[config.mk]
export PLATFORM = sky130hd
export DESIGN_NAME = fir_uart_sched
export DESIGN_NICKNAME = d
export VERILOG_FILES = /design/src/rtl/fir_uart_pkg.sv /design/src/rtl/fir_uart_sched_sample_fifo.sv /design/src/rtl/fir_uart_sched.sv
export SDC_FILE = /design/constraint.sdc
export NUM_CORES = 1
export LEC_CHECK = 0
export ABC_AREA = 1
export BUFFER_PORTS_ARGS = -buffer_cell sky130_fd_sc_hd__buf_4
export CAP_MARGIN = 20
export CORE_AREA = 3 3 131 184
export CTS_CLUSTER_SIZE = 20
export DETAILED_ROUTE_END_ITERATION = 16
export DIE_AREA = 0 0 134 187
export GPL_TIMING_DRIVEN = 0
export HOLD_SLACK_MARGIN = 0.1
export PLACE_DENSITY = 0.38
export SKIP_LAST_GASP = 1
export SYNTH_ARGS = -nofsm -noshare
export SYNTH_HDL_FRONTEND = slang
export SYNTH_SLANG_ARGS = --single-unit
[constraint.sdc]
create_clock -name clk -period 4.03 [get_ports clk]
set_input_delay 0.806 -clock clk [delete_from_list [all_inputs] [get_ports clk]]
set_output_delay 0.806 -clock clk [all_outputs]
set_load 0.02 [all_outputs]
[src/rtl/fir_uart_pkg.sv]
// Shared definitions for the UART <-> FIR sequencing controller.
// Contents:
//   BYTE_W          - UART byte width
//   DEFAULT_OUT_LSB - default LSB of the 16-bit FIR result slice sent over UART
//   rx_state_t      - receive pairing FSM states
//   tx_state_t      - result serialiser FSM states
package fir_uart_pkg;

  localparam int BYTE_W          = 8;
  localparam int DEFAULT_OUT_LSB = 8;

  typedef enum logic {
    RX_LO = 1'b0,
    RX_HI = 1'b1
  } rx_state_t;

  typedef enum logic [2:0] {
    TX_IDLE  = 3'd0,
    LO_START = 3'd1,
    LO_WAIT  = 3'd2,
    HI_START = 3'd3,
    HI_WAIT  = 3'd4
  } tx_state_t;

endpackage

[src/rtl/fir_uart_sched_sample_fifo.sv]
// sample_fifo: small synchronous FIFO holding FIR result words awaiting
// transmission. Read data is presented combinationally from the head entry.
// Ports:
//   clk, rst      - clock, synchronous active-high reset (flushes the FIFO)
//   push, din     - write request and data; accepted when not full, or when
//                   full but a pop happens in the same cycle
//   pop, dout     - read request (ignored when empty) and head data
//   full, empty   - occupancy flags
//   level         - current number of stored words
module sample_fifo #(
  parameter int W     = 16,
  parameter int DEPTH = 4,
  localparam int AW   = $clog2(DEPTH)
) (
  input  logic          clk,
  input  logic          rst,
  input  logic          push,
  input  logic [W-1:0]  din,
  input  logic          pop,
  output logic [W-1:0]  dout,
  output logic          full,
  output logic          empty,
  output logic [AW:0]   level
);

  logic [W-1:0]  mem [DEPTH];
  logic [AW-1:0] wr_ptr;
  logic [AW-1:0] rd_ptr;
  logic [AW:0]   count;
  logic          do_push;
  logic          do_pop;

  assign full  = (count == (AW+1)'(DEPTH));
  assign empty = (count == '0);
  assign level = count;
  assign dout  = mem[rd_ptr];

  assign do_pop  = pop && !empty;
  // A full FIFO still takes a word when the head leaves in the same cycle.
  assign do_push = push && (!full || do_pop);

  // Storage carries no reset; validity is tracked by the pointers/count.
  always_ff @(posedge clk) begin
    if (do_push) mem[wr_ptr] <= din;
  end

  always_ff @(posedge clk) begin
    if (rst) begin
      wr_ptr <= '0;
      rd_ptr <= '0;
      count  <= '0;
    end else begin
      if (do_push) wr_ptr <= wr_ptr + AW'(1);
      if (do_pop)  rd_ptr <= rd_ptr + AW'(1);
      case ({do_push, do_pop})
        2'b10:   count <= count + (AW+1)'(1);
        2'b01:   count <= count - (AW+1)'(1);
        default: count <= count;
      endcase
    end
  end

endmodule

[src/rtl/fir_uart_sched.sv]
// fir_uart_sched: sequences the UART -> FIR sample path and the FIR -> UART
// result path. Received bytes are paired (low first) into 16-bit samples and
// strobed into the FIR; FIR results are buffered and sent as two bytes, low
// byte first. Both paths run independently.
// Ports:
//   clk, rst       - clock, synchronous active-high reset
//   rx_ready       - one-cycle strobe, rx_data valid
//   rx_data        - received byte
//   fir_in_valid   - one-cycle sample strobe to the FIR
//   fir_in         - registered sample
//   fir_out_valid  - one-cycle FIR result strobe
//   fir_out        - FIR result (slice [OUT_LSB+15:OUT_LSB] is transmitted)
//   tx_busy        - transmitter busy
//   tx_start       - one-cycle transmit request
//   tx_data        - byte to transmit, stable from request until done
//   sample_led     - copy of fir_in
//   overflow       - sticky: a result was dropped on a full FIFO
//   fifo_level     - FIFO occupancy
//   rx_state       - receive FSM state (debug)
//   tx_state       - transmit FSM state (debug)
//
// Handshake semantics: rx_ready, fir_in_valid and fir_out_valid are single-
// cycle strobes with no back-pressure; data is valid only in the strobe
// cycle. On the UART side tx_start is a single-cycle request raised only while
// tx_busy is low; the transmitter accepts it unconditionally, then the byte is
// considered done once tx_busy has been seen high and has dropped again.
module fir_uart_sched
  import fir_uart_pkg::*;
#(
  parameter int DIN_W      = 16,
  parameter int FIR_OUT_W  = 38,
  parameter int OUT_LSB    = DEFAULT_OUT_LSB,
  parameter int FIFO_DEPTH = 4,
  parameter int RX_TIMEOUT = 20000
) (
  input  logic                          clk,
  input  logic                          rst,
  input  logic                          rx_ready,
  input  logic [BYTE_W-1:0]             rx_data,
  output logic                          fir_in_valid,
  output logic [DIN_W-1:0]              fir_in,
  input  logic                          fir_out_valid,
  input  logic [FIR_OUT_W-1:0]          fir_out,
  input  logic                          tx_busy,
  output logic                          tx_start,
  output logic [BYTE_W-1:0]             tx_data,
  output logic [DIN_W-1:0]              sample_led,
  output logic                          overflow,
  output logic [$clog2(FIFO_DEPTH):0]   fifo_level,
  output rx_state_t                     rx_state,
  output tx_state_t                     tx_state
);

  localparam int CNT_W = $clog2(RX_TIMEOUT + 1);

  // ---------------------------------------------------------------- RX path
  rx_state_t          rx_next;
  logic [BYTE_W-1:0]  lo_byte;
  logic [CNT_W-1:0]   rx_cnt;
  logic               rx_expire;

  assign rx_expire = (rx_cnt == CNT_W'(RX_TIMEOUT - 1));

  always_ff @(posedge clk) begin
    if (rst) rx_state <= RX_LO;
    else     rx_state <= rx_next;
  end

  // A byte arriving in the expiry cycle still completes the sample.
  always_comb begin
    rx_next = rx_state;
    case (rx_state)
      RX_LO:   if (rx_ready) rx_next = RX_HI;
      RX_HI:   if (rx_ready || rx_expire) rx_next = RX_LO;
      default: rx_next = RX_LO;
    endcase
  end

  always_ff @(posedge clk) begin
    if (rst) begin
      lo_byte      <= '0;
      rx_cnt       <= '0;
      fir_in       <= '0;
      fir_in_valid <= 1'b0;
    end else begin
      fir_in_valid <= 1'b0;
      case (rx_state)
        RX_LO: begin
          if (rx_ready) begin
            lo_byte <= rx_data;
            rx_cnt  <= '0;
          end
        end
        RX_HI: begin
          if (rx_ready) begin
            fir_in       <= {rx_data, lo_byte};
            fir_in_valid <= 1'b1;
          end else if (rx_expire) begin
            lo_byte <= '0;
            rx_cnt  <= '0;
          end else begin
            rx_cnt <= rx_cnt + CNT_W'(1);
          end
        end
        default: ;
      endcase
    end
  end

  assign sample_led = fir_in;

  // ---------------------------------------------------------------- FIFO
  logic [DIN_W-1:0] fifo_dout;
  logic             fifo_full;
  logic             fifo_empty;
  logic             fifo_pop;
  logic             unused_fir_bits;

  // Only the transmitted slice is stored; remaining result bits are dropped.
  assign unused_fir_bits = ^fir_out;

  sample_fifo #(
    .W     (DIN_W),
    .DEPTH (FIFO_DEPTH)
  ) u_fifo (
    .clk   (clk),
    .rst   (rst),
    .push  (fir_out_valid),
    .din   (fir_out[OUT_LSB +: DIN_W]),
    .pop   (fifo_pop),
    .dout  (fifo_dout),
    .full  (fifo_full),
    .empty (fifo_empty),
    .level (fifo_level)
  );

  always_ff @(posedge clk) begin
    if (rst) overflow <= 1'b0;
    else if (fir_out_valid && fifo_full && !fifo_pop) overflow <= 1'b1;
  end

  // ---------------------------------------------------------------- TX path
  tx_state_t          tx_next;
  logic [BYTE_W-1:0]  hi_byte;
  logic               busy_seen;   // tx_busy observed high during *_WAIT

  assign fifo_pop = (tx_state == TX_IDLE) && !fifo_empty;

  always_ff @(posedge clk) begin
    if (rst) tx_state <= TX_IDLE;
    else     tx_state <= tx_next;
  end

  always_comb begin
    tx_next  = tx_state;
    tx_start = 1'b0;
    case (tx_state)
      TX_IDLE:  if (!fifo_empty) tx_next = LO_START;
      LO_START: if (!tx_busy) begin tx_start = 1'b1; tx_next = LO_WAIT; end
      LO_WAIT:  if (busy_seen && !tx_busy) tx_next = HI_START;
      HI_START: if (!tx_busy) begin tx_start = 1'b1; tx_next = HI_WAIT; end
      HI_WAIT:  if (busy_seen && !tx_busy) tx_next = TX_IDLE;
      default:  tx_next = TX_IDLE;
    endcase
  end

  // tx_data is loaded on entry to each *_START state so it is already stable
  // in the request cycle and stays put until the byte completes.
  always_ff @(posedge clk) begin
    if (rst) begin
      tx_data   <= '0;
      hi_byte   <= '0;
      busy_seen <= 1'b0;
    end else begin
      case (tx_state)
        TX_IDLE: begin
          if (!fifo_empty) begin
            tx_data   <= fifo_dout[BYTE_W-1:0];
            hi_byte   <= fifo_dout[DIN_W-1:BYTE_W];
            busy_seen <= 1'b0;
          end
        end
        LO_WAIT, HI_WAIT: begin
          if (!busy_seen) begin
            if (tx_busy) busy_seen <= 1'b1;
          end else if (!tx_busy) begin
            busy_seen <= 1'b0;
            if (tx_state == LO_WAIT) tx_data <= hi_byte;
          end
        end
        default: ;
      endcase
    end
  end

endmodule

# --- Word-level counts from Yosys, hierarchy flattened ---
# Memory sizes are Yosys's and may differ from the RTL's. A register that Yosys moved wholly into a read port is not among the register bits.
# Index checks and enable logic that the tools add are counted.
totals:
  n_memories: 1
  inputBits: 51
  mem_bits_rw: 64
  reg_bits: 69
memory_table:
  columns: ["name", "words", "width", "rd", "rd_ports_with_merged_regs", "write_ports", "line_no", "source"]
  rows:
  - ["u_fifo.mem", 4, 16, 1, 1, 1, "fir_uart_sched_sample_fifo.sv:26", "logic [W-1:0] mem [DEPTH];"]
op_classes:
  bitwise_logic: 2
  n_addsub: 5
  reduce_logical: 26
  mux: 32
  n_eq_ne: 19
op_table:
  columns: ["operator", "n"]
  rows:
  - ["two-way mux 8 bit", 7]
  - ["two-way mux 15 bit", 3]
  - ["case mux 8 bit (2 select lines)", 2]
  - ["case mux 15 bit (2 select lines)", 1]
  - ["inequality test 2 bit (second input constant)", 10]
  - ["adder 15 x 1 -> 15 bit (second input constant)", 1]
  - ["== test 15 bit (second input constant)", 1]
  - ["two-way mux 3 bit", 5]
  - ["case mux 3 bit (5 select lines)", 1]
  - ["AND reduction 5 bit", 2]
  - ["two-way mux 1 bit", 8]
  - ["AND reduction 2 bit", 4]
  - ["== test 3 x 2 -> 1 bit (second input constant)", 2]
  - ["== test 3 bit (second input constant)", 2]
  - ["logical AND 1 bit", 6]
  - ["logical NOT 3 bit", 2]
  - ["case mux 3 bit (2 select lines)", 1]
  - ["OR reduction 2 bit", 3]
  - ["adder 2 x 1 -> 2 bit (second input constant)", 2]
  - ["logical NOT 1 bit", 4]
  - ["two-way mux 2 bit", 2]
  - ["case mux 1 bit (2 select lines)", 2]
  - ["nonzero test 2 bit", 2]
  - ["adder 3 x 1 -> 3 bit (second input constant)", 1]
  - ["8 further kinds", 10]

# --- Depth between registers and ports, before layout ---
# Gate-level depths: netlist of the first run.
depth:
  depth_word: 8
  mapped_depth: 11
  depth_no_buf: 11

# --- By module ---
# From an unflattened synthesis of the first run, not the netlist that was laid out.
unflattened:
  cells_unflattened: 610
  hier_area_um2: 5620.4
by_module_without_submodules:
  columns: ["module", "n_inst", "cells_each", "area_each_um2"]
  rows:
  - ["sample_fifo", 1, 228, 2866.5]
  - ["fir_uart_sched", 1, 382, 2753.9]

# --- Worst setup path after synthesis of the first run ---
# No wires, ideal clock.
synth_timing:
  path_kind: "flip-flop to flip-flop"
  start: "register tx_state[0]"
  end: "register u_fifo.count[2] (netlist: u_fifo.level[2])"
  path_slack_ns: 1.904
  t_required_ns: 3.908
  arrival_ns: 2.004
  stages_incl_launch_ff: 12
  n_path_buf: 1
  setup_ns: 0.122
  path_cell_list: "dfxtp_1 > nor2_4 > nand2_2 > nor2_2 > buf_2 > ha_1 > inv_1 > fa_1 > a21oi_1 > o21ai_0 > o21ai_0 > a21oi_1"
synth_between:
  elab_chain_cells: 7
  elab_cells_between_ends: 9
synth_lines:
  columns: ["element", "line_no", "source"]
  rows:
  - ["start, declared", "fir_uart_sched.sv:51", "output tx_state_t tx_state"]
  - ["start signal, assigned", "fir_uart_sched.sv:151", "else tx_state <= tx_next;"]
  - ["logical NOT 3 bit (*)", "fir_uart_sched.sv:147", "assign fifo_pop = (tx_state == TX_IDLE) && !fifo_empty;"]
  - ["logical AND 1 bit (*)", "fir_uart_sched.sv:147", null]
  - ["via fifo_pop", "fir_uart_sched.sv:116", "logic fifo_pop;"]
  - ["logical AND 1 bit (*)", "fir_uart_sched_sample_fifo.sv:38", "assign do_pop = pop && !empty;"]
  - ["logical OR 1 bit", "fir_uart_sched_sample_fifo.sv:40", "assign do_push = push && (!full || do_pop);"]
  - ["logical AND 1 bit", "fir_uart_sched_sample_fifo.sv:40", null]
  - ["== test 2 x 1 -> 1 bit / == test 2 bit (equally long branches)", "fir_uart_sched_sample_fifo.sv:55", "case ({do_push, do_pop})"]
  - ["case mux 3 bit (2 select lines) / nonzero test 2 bit (equally long branches)", null, null]
  - ["end signal, assigned", "fir_uart_sched_sample_fifo.sv:56", "2'b10: count <= count + (AW+1)'(1);"]
  - ["end signal, assigned", "fir_uart_sched_sample_fifo.sv:57", "2'b01: count <= count - (AW+1)'(1);"]
  - ["end signal, assigned", "fir_uart_sched_sample_fifo.sv:58", "default: count <= count;"]
  - ["end, declared", "fir_uart_sched_sample_fifo.sv:29", "logic [AW:0] count;"]
# The timed path passes the listed nets; every way through them passes the cells marked *.
# A chain may end at the register's enable or synchronous reset.

# --- Worst setup path in the final report of the first run ---
# Same ends and word-level chain as after synthesis.

==> results.cfg, run 1 <==
[layout]
drive_above_1_share_pct = 22.3
fillers = 2424
design_area_sq_um = 7250
diodes = 0
fin_util_pct = 32.2
nNetsFinal = 773
area_growth_syn_to_layout_pct = 29.2

[grt]
grt_overflow = 0
first_global_vias = 4445
antenna_found_initial = 0
grt_max_degree = 17
grt_pass1_wl_um = 23700
track_usage_pct = 12.1

[detailed_routing]
wirelength_um = 14600
drtIter0Drc = 186
viasPerCell = 4.19
wl_per_cell_um = 14.2
drc = 0
vias = 4308
drt_first_pass_iters = 4
antenna_left = 0

[timing]
rsz0062_at_grt = false
min_period_over_period_pct = 57.8
min_period_ps = 2330
setup_violations = 0
worstMarginPinSlew_ps = 629
clock_skew_ps = 17.4
clock.fmax_ghz = 0.429
relSlewSlack_pct = 58.0
hold_viol = 0
finalSetupTns_ps = 0
slew_viol_final = 0

[synth]
ys_types = 31
synth_most_common_cell = nor2_1
synth_area_leaders = edfxtp_1 34%, dfxtp_1 25%, nor2_1 9.5%
synth.largest_area_cell = edfxtp_1
netlist_instances = 613
avgSynthCellArea_sq_um = 9.16
synth_flop_cell = dfxtp_1
synth_area_sq_um = 5610
ys_ff_latch = 135
yosys_warnings = 0
syn-num-nets = 673
synth_common_cells = 142 x nor2_1, 90 x nand2_1, 71 x dfxtp_1, 67 x o21ai_0, 64 x edfxtp_1
synth_top_area_share_pct = 34.2
seq_area_frac_synth_pct = 59.5
synthArstFlopShare_pct = 0
synth_edf_count = 64

[clocking]
cts_setup_buffers = 0
ctsResizeCount = 0
cts_num_sinks = 135
cts_tree = yes
clockBufferDepth = 2
htreeDepth = 4
cts-root-buf = clkbuf_16
clk_latency_ps = 430
ctsHoldBuffers = 0
clk_pin_slew_ps = 60
cts_buffers = 17

[setup_path]
r2r_start = tx_state[0]$_SDFFE_PP0P_
r2r_setup_slack_ps = 1700
path_cells = nor2_4, nand2_2, nor2_2, buf_2, ha_1, inv_1, fa_1, a21oi_1, o21ai_0, o21ai_0, a21oi_1
cp.required_ps = 4330
worstSetupPathType = reg -> reg
end_kind = flop
cp.depth = 11
arrival_ps = 2630
start_kind = flop
path_max_fanout = 10
crit_family = adder cells
r2r_cells = 11
crit_buf_inv = 2
cpMaxStageDelayCell = dfxtp_1
r2r-end = u_fifo.level[2]$_SDFFE_PP0P_
cp_slowest_stage_delay_ps = 370

[status]
outcome = completed

[place]
portBuffers = 77
gp_congestion = 0.751
place_area_sq_um = 6640
dp_hpwl_um = 10900

[job]
cap_viol_max_count = 0

[power_and_ir_drop]
power_leakage_nw = 2.91
ir_drop_mv = 0.318
p_per_area_nw_per_um2 = 628

[min_path]
min-delay-start = overflow$_SDFFE_PP0P_
hold_path_end = overflow$_SDFFE_PP0P_
min_path_cells = 2
hold_class = reg -> reg

[floorplan]
coreArea_sq_um = 22500
initial_core_util_pct = 24.9
die_y_um = 187
pin_count = 101
dieArea_sq_um = 25100
dieWidth_um = 134
rows = 65
-- placed cells by master (no fill, tap or decap), types with 2 or more instances in the layout --
master	synthesis	final
bufinv_16	0	3
nor2_2	3	7
nor3_2	2	2
dfxtp_1	71	71
a21oi_1	26	26
edfxtp_1	64	64
o21ai_1	10	10
buf_2	3	3
a31oi_1	8	8
nand4_1	4	4
inv_1	41	41
clkbuf_16	0	17
clkinvlp_4	0	2
o21ai_0	67	67
nand3_1	11	11
inv_6	0	4
nor2_1	142	138
clkbuf_1	10	12
inv_2	2	2
nand2_1	90	90
buf_4	25	102
buf_8	0	4
nand2_2	7	7
ha_1	8	8
xnor2_1	2	2
nor3_1	4	4
xor2_1	4	4
-- power by group --
group	switching, mW	total [mW]	internal, mW
combinational	0.769	1.21	0.446
clock	0.619	1.62	1.00
sequential	0.114	1.72	1.61
total	1.50	4.56	3.05
-- state kept, by name (all words and copies together), names as in the netlist, named ones only --
name and flops:
overflow 1, tx_data 8, u_fifo.wr_ptr 2, rx_cnt 15
u_fifo.rd_ptr 2, u_fifo.level 3, u_fifo.mem 64, fir_in_valid 1
hi_byte 8, tx_state 3, lo_byte 8, fir_in 16
busy_seen 1, rx_state 1
-- final cells by class --
class | count | area, sq um | share of cell area, %
repair buffers | 81 | 638 | 8.80
well taps | 301 | 377 | 5.19
multi-input cells | 395 | 1860 | 25.7
plain buffers | 40 | 255 | 3.52
flip-flops and latches | 135 | 3340 | 46.1
clock buffers | 20 | 447 | 6.16
inverters | 43 | 161 | 2.23
clock inverters | 12 | 165 | 2.28
-- how the worst max path moves through the flow --
stage	from	endpoint	slack (ps)
after global routing	tx_state[0]$_SDFFE_PP0P_	u_fifo.level[2]$_SDFFE_PP0P_	1460
after global placement	fir_out_valid	u_fifo.mem[2][4]$_DFFE_PP_	1130
final	tx_state[0]$_SDFFE_PP0P_	u_fifo.level[2]$_SDFFE_PP0P_	1700
after CTS	tx_state[0]$_SDFFE_PP0P_	u_fifo.level[2]$_SDFFE_PP0P_	1690
after detailed placement	rx_ready	rx_cnt[8]$_SDFFE_PP0P_	1670
after floorplan	tx_state[0]$_SDFFE_PP0P_	u_fifo.level[2]$_SDFFE_PP0P_	1900
-- stage by stage --
| step | setup WS, ps | total power, mW | hold slack, ps | std cells |
|---|---|---|---|---|
| finish | 1700 | 4.56 | 454 | 1027 |
| global route | 1460 | 4.86 | 476 | 1027 |
| CTS | 1690 | 4.65 | 460 | 1027 |
| detailed placement | 1670 | 3.00 | 450 | 995 |
| global placement | 1130 | 2.98 | 442 | 991 |
| floorplan | 1900 | 2.54 | 436 | 613 |
-- logic make-up after synthesis --
family	synth area share, %
adder cells (fa/ha/maj)	2.14
XOR/XNOR	0.936
flip-flops	59.5
buffers and inverters	7.42
AND/OR/NAND/NOR	19.5
AO/OA/AOI/OAI	10.5
-- worst reg2reg max path, stage by stage, from the launching register on --
cell and delay (ps):
dfxtp_1 370, nor2_4 200, nand2_2 100, nor2_2 170, buf_2 260, ha_1 180
inv_1 70, fa_1 370, a21oi_1 140, o21ai_0 120, o21ai_0 160, a21oi_1 60
-- per-layer routing --
layer / wire length [um] / track usage [%] / part of all wire (%)
met5: 0 / 0 / 0
met4: 187 / 4.08 / 1.3
met3: 665 / 3.44 / 4.5
met2: 7620 / 21.5 / 52
met1: 6160 / 13.9 / 42
No activity file was read; power rests on OpenSTA's default activity.
==> run 2, diff against run 1 <==
ABC_AREA = 0   (was 1)
CORE_AREA = 3 3 128 180   (was 3 3 131 184)
DIE_AREA = 0 0 131 183   (was 0 0 134 187)
clock period = 2.2 ns   (was 4.03 ns; I/O delays follow)
==> run 2 against run 1 <==
Sequential share of layout area up 1.0 points. Fmax grew 6.8%. Register-to-register slack worse by 1700 ps. Setup slack got worse by 1700 ps. Routed wire length down 14%. Core utilization up 0.64 points. First-iteration DRC count shrank 33%. Critical path depth is the same. Flip-flop and latch count stayed put. Largest power group unchanged.
==> results.cfg, run 2 <==
[layout]
fin_util_pct = 32.8
largest_register_ff_count = 64
largestRegisters = u_fifo.mem (64), fir_in (16), rx_cnt (15)
seq_area_sq_um = 3360
drive_above_1_share_pct = 34.3
fillers = 2186
top_register = u_fifo.mem
nNetsFinal = 595
layout_common_cells = 114 x buf_4, 67 x dfxtp_1, 64 x edfxtp_1, 57 x nor2_1, 37 x nand2_1
area_growth_syn_to_layout_pct = 32.5
multiInputGateArea_sq_um = 1820
diodes = 0
final_common_cell = buf_4

[detailed_routing]
wl_met3_um = 545
drt_first_pass_iters = 4
met2_length_um = 6510
viasPerCell = 4.18
wirelength_um = 12600
routed.top_layer = met4
antenna_left = 0
drtIter0Drc = 125
wl_per_cell_um = 14.9
wl_met1_um = 5360
drc = 0
vias = 3534

[setup_path]
path_max_fanout = 6
end_kind = flop
arrival_ps = 2520
worstSetupPathType = reg -> reg
start_kind = flop
cp.required_ps = 2540

[timing]
min_period_over_period_pct = 99.1
hold_viol = 0
min_period_ps = 2180
slew_viol_final = 0
setup_violations = 0
setup_ws_ps = 19.0
rsz0062_at_grt = true
clock_skew_ps = 7.94
relSlewSlack_pct = 48.5
clock.fmax_ghz = 0.459
worstMarginPinSlew_ps = 766

[job]
cap_viol_max_count = 0

[floorplan]
initial_core_util_pct = 24.8
rows = 64
dieArea_sq_um = 24000
coreArea_sq_um = 21700
die_y_um = 183
pin_count = 101
dieWidth_um = 131

[min_path]
hold_class = in -> reg

[synth]
synth_common_cells = 71 x dfxtp_1, 64 x edfxtp_1, 57 x nor2_1, 38 x nand2_1, 20 x mux2i_1
ys_types = 44
netlist_instances = 421
synth_most_common_cell = dfxtp_1
yosys_warnings = 0
synth.largest_area_cell = edfxtp_1
syn-num-nets = 481
synth_edf_count = 64
synth_area_leaders = edfxtp_1 36%, dfxtp_1 26%, mux4_2 6.7%
synth_area_sq_um = 5380
synth_flop_cell = dfxtp_1
ys_ff_latch = 135
seq_area_frac_synth_pct = 62.2
synthArstFlopShare_pct = 0
avgSynthCellArea_sq_um = 12.8
synth_top_area_share_pct = 35.7

[status]
outcome = completed

[grt]
grt_max_degree = 17
first_global_vias = 3538
grt_pass1_wl_um = 19500
antenna_found_initial = 0
grt_overflow = 0
track_usage_pct = 10.8

[place]
gp_congestion = 0.712
dp_hpwl_um = 8690
dpl_worst_slack_ps = -244
portBuffers = 77

[clocking]
cts_tree = yes
clockBufferDepth = 2
ctsHoldBuffers = 0
htreeDepth = 4
cts-root-buf = clkbuf_16
clk_pin_slew_ps = 60
clk_latency_ps = 410
cts_num_sinks = 135
cts_buffers = 17

[power_and_ir_drop]
p_per_area_nw_per_um2 = 1090
ir_drop_mv = 0.531
power_leakage_nw = 2.66
==> run 2: final timing paths <==
check	depth (start not counted)	start	endpoint	slack, ps
hold reg to reg	2	hi_byte[6]$_SDFFE_PP0P_	hi_byte[6]$_SDFFE_PP0P_	460
setup reg to reg	11	tx_state[0]$_SDFFE_PP0P_	u_fifo.level[2]$_SDFFE_PP0P_	20
hold / removal	1	fir_out[14]	u_fifo.mem[2][6]$_DFFE_PP_	220
setup / recovery	11	tx_state[0]$_SDFFE_PP0P_	u_fifo.level[2]$_SDFFE_PP0P_	20
==> run 2: critical path, stage by stage (launching register included) <==
cell and delay [ps]:
dfxtp_4 380, nor3_4 50, buf_4 140, nor4_4 230, nor2b_2 100, inv_2 90, ha_4 130, inv_1 50
fa_2 330, xor2_1 160, or3_1 310, a21oi_1 120
==> run 2: repair_timing <==
action                                  in CTS  in global routing
endpoints found under the setup margin      66                  6
pin swaps                                    1                  4
buffers inserted                             1                 18
resized for setup                            6                  8
==> run 2: logic make-up (layout without fill, tap and decap cells) <==
family | Yosys count | in the layout | share of synthesized area, %
AND/OR/NAND/NOR | 136 | 136 | 11.8
flip-flops | 135 | 135 | 62.2
buffers and inverters | 48 | 175 | 5.03
AO/OA/AOI/OAI | 37 | 37 | 5.07
multiplexers | 36 | 36 | 10.4
XOR/XNOR | 20 | 20 | 3.26
adder cells (fa/ha/maj) | 9 | 9 | 2.23
==> run 2: layer usage <==
layer  global-route usage, %  up-vias
met5                       0        -
met2                    18.5       84
met3                    3.03       13
met1                    12.9     1717
li1                        -     1720
met4                    3.58        0
==> run 2: layout make-up <==
| type | count | share of cell area, % |
|---|---|---|
| tap | 297 | 5.22 |
| buffer | 34 | 3.04 |
| timing repair buffer | 96 | 10.1 |
| clock buffer | 17 | 5.97 |
| clock inverter | 15 | 2.18 |
| sequential | 135 | 47.1 |
| inverter | 13 | 0.790 |
| multi-input combinational | 238 | 25.6 |
==> run 2: through the flow <==
| step | setup TNS, ps | cell area (sq um) | hold WS, ps | power, mW | std cells |
|---|---|---|---|---|---|
| detailed placement | -12920 | 6370 | 454 | 4.81 | 795 |
| finish | 0 | 7120 | 225 | 7.73 | 845 |
| global route | -81.9 | 7120 | 206 | 8.15 | 845 |
| CTS | -218 | 6970 | 201 | 7.64 | 828 |
| floorplan | -2.19 | 5420 | 437 | 4.24 | 421 |
| global placement | -11520 | 6370 | 455 | 4.79 | 795 |
==> run 2: power by group <==
group          internal [mW]  total (mW)  switching, mW
registers               2.93        3.10          0.176
logic                  0.893        1.85          0.961
clock network           1.67        2.77           1.10
total                   5.49        7.73           2.24
==> run 3, diff against run 2 <==
ABC_AREA = 1   (was 0)
CORE_AREA = 3 3 131 184   (was 3 3 128 180)
CTS_BUF_LIST = sky130_fd_sc_hd__clkbuf_16   (was not set)
DIE_AREA = 0 0 134 187   (was 0 0 131 183)
==> run 3 against run 2 <==
Flip-flop and latch count stayed put. Final cell count is 22% higher. Non-clock buffer count is 8 lower. Combinational power is 23% higher. Die area is 4.5% higher. Setup slack better by 89 ps. Design area is 2.1% higher. Via count is 22% higher. Clock-buffer cell count stayed put. First-iteration DRC count is 38% higher. Total power is 8.3% higher.
==> results.cfg, run 3 (synthesis gave the netlist of run 1 again) <==
[place]
dpl_worst_slack_ps = -133
portBuffers = 77
gp_congestion = 0.751
place_area_sq_um = 6640
dp_hpwl_um = 10900

[layout]
largest_register_ff_count = 64
area_growth_syn_to_layout_pct = 29.6
diodes = 0
design_area_sq_um = 7280
largestRegisters = u_fifo.mem (64), fir_in (16), rx_cnt (15)
drive_above_1_share_pct = 23.1
layout_common_cells = 138 x nor2_1, 103 x buf_4, 90 x nand2_1, 66 x o21ai_0, 66 x dfxtp_1
nNetsFinal = 774
top_register = u_fifo.mem
final_common_cell = nor2_1

[setup_path]
r2r-end = u_fifo.level[2]$_SDFFE_PP0P_
end_kind = flop
cp.required_ps = 2500
r2r_start = tx_state[2]$_SDFFE_PP0P_
arrival_ps = 2390
cp-startpoint = tx_state[2]$_SDFFE_PP0P_
endpoint = u_fifo.level[2]$_SDFFE_PP0P_
worstSetupPathType = reg -> reg
start_kind = flop
r2r_cells = 11
r2r_setup_slack_ps = 110
path_max_fanout = 10

[timing]
rsz0062_at_grt = true
worstMarginPinSlew_ps = 630
slew_viol_final = 0
setup_violations = 0
finalSetupTns_ps = 0
clock_skew_ps = 17.0
setup_ws_ps = 108
timing.hold.ws_ps = 214
hold_viol = 0
clock.fmax_ghz = 0.478
min_period_over_period_pct = 95.1
min_period_ps = 2090
relSlewSlack_pct = 58.0

[clocking]
cts_num_sinks = 135
cts-root-buf = clkbuf_16
cts_buffers = 17
clk_latency_ps = 430
htreeDepth = 4
cts_tree = yes
clockBufferDepth = 2
clk_pin_slew_ps = 60

[floorplan]
dieWidth_um = 134
initial_core_util_pct = 24.9
dieArea_sq_um = 25100
rows = 65
pin_count = 101
die_y_um = 187
coreArea_sq_um = 22500

[power_and_ir_drop]
power_mw = 8.37
p_per_area_nw_per_um2 = 1150
ir_drop_mv = 0.570
power_leakage_nw = 2.92

[detailed_routing]
vias = 4303
viasPerCell = 4.19
drt_first_pass_iters = 4
wl_per_cell_um = 14.2
wirelength_um = 14600
antenna_left = 0
drc = 0
drtIter0Drc = 173

[grt]
first_global_vias = 4455
track_usage_pct = 12.1
grt_max_degree = 17
grt_overflow = 0
antenna_found_initial = 0
grt_pass1_wl_um = 23700

[job]
cap_viol_max_count = 0

[min_path]
min-delay-start = fir_out[12]
hold_class = in -> reg

[status]
outcome = completed
==> run 3: how the worst min path moves through the flow <==
stage | cells after the start | endpoint | slack, ps
floorplan | 2 | flop | 440
global placement | 2 | overflow$_SDFFE_PP0P_ | 440
detailed placement | 2 | overflow$_SDFFE_PP0P_ | 450
CTS | 1 | u_fifo.mem[1][4]$_DFFE_PP_ | 190
global route | 1 | u_fifo.mem[2][2]$_DFFE_PP_ | 190
finish | 1 | u_fifo.mem[1][4]$_DFFE_PP_ | 210
==> run 3: through the flow <==
stage	utilization, %	std cells
finish	32.3	1028
global route	32.3	1028
CTS	32.2	1027
detailed placement	29.5	995
global placement	29.2	991
floorplan	-	613
==> run 3: per-layer routing <==
| metal | vias up | share of wire [%] | global-route usage (%) |
|---|---|---|---|
| li1 | 2199 | - | - |
| met1 | 1982 | 42 | 13.8 |
| met2 | 106 | 52 | 21.5 |
| met3 | 16 | 4.3 | 3.50 |
| met4 | 0 | 1.4 | 4.16 |
| met5 | - | 0 | 0 |
==> run 3: area by class of cell <==
cell class | instances | area, sq um
Tap cell | 301 | 377
Sequential cell | 135 | 3350
Clock inverter | 15 | 176
Fill cell | 2425 | 15300
Multi-Input combinational cell | 395 | 1880
Inverter | 43 | 161
Timing Repair Buffer | 82 | 646
Clock buffer | 17 | 425
Buffer | 40 | 262
==> run 3: power by group <==
group	switching, mW	internal (mW)	total (mW)	leakage, nW
Sequential	0.213	2.95	3.17	1.17
Clock	1.13	1.79	2.92	0.297
Combinational	1.43	0.852	2.28	1.46
Total	2.78	5.59	8.37	2.92
==> run 3: worst max-delay path, stage by stage (launching register included) <==
cell and delay [ps]:
dfxtp_1 370, nor2_4 130, nand2_2 90, nor2_4 150
buf_6 160, ha_1 150, inv_1 70, fa_1 370
a21oi_1 140, o21ai_0 130, o21ai_1 130, a21oi_1 50
==> run 3: timing repair <==
item / 4_1_cts / 5_1_grt
hold buffers: 0 / 0
buffers inserted: 0 / 1
endpoints found under the hold margin: 0 / 0
cloned: 0 / 0
gates resized for setup: 3 / 8
pin swaps: 1 / 1
endpoints found under the setup margin: 1 / 3
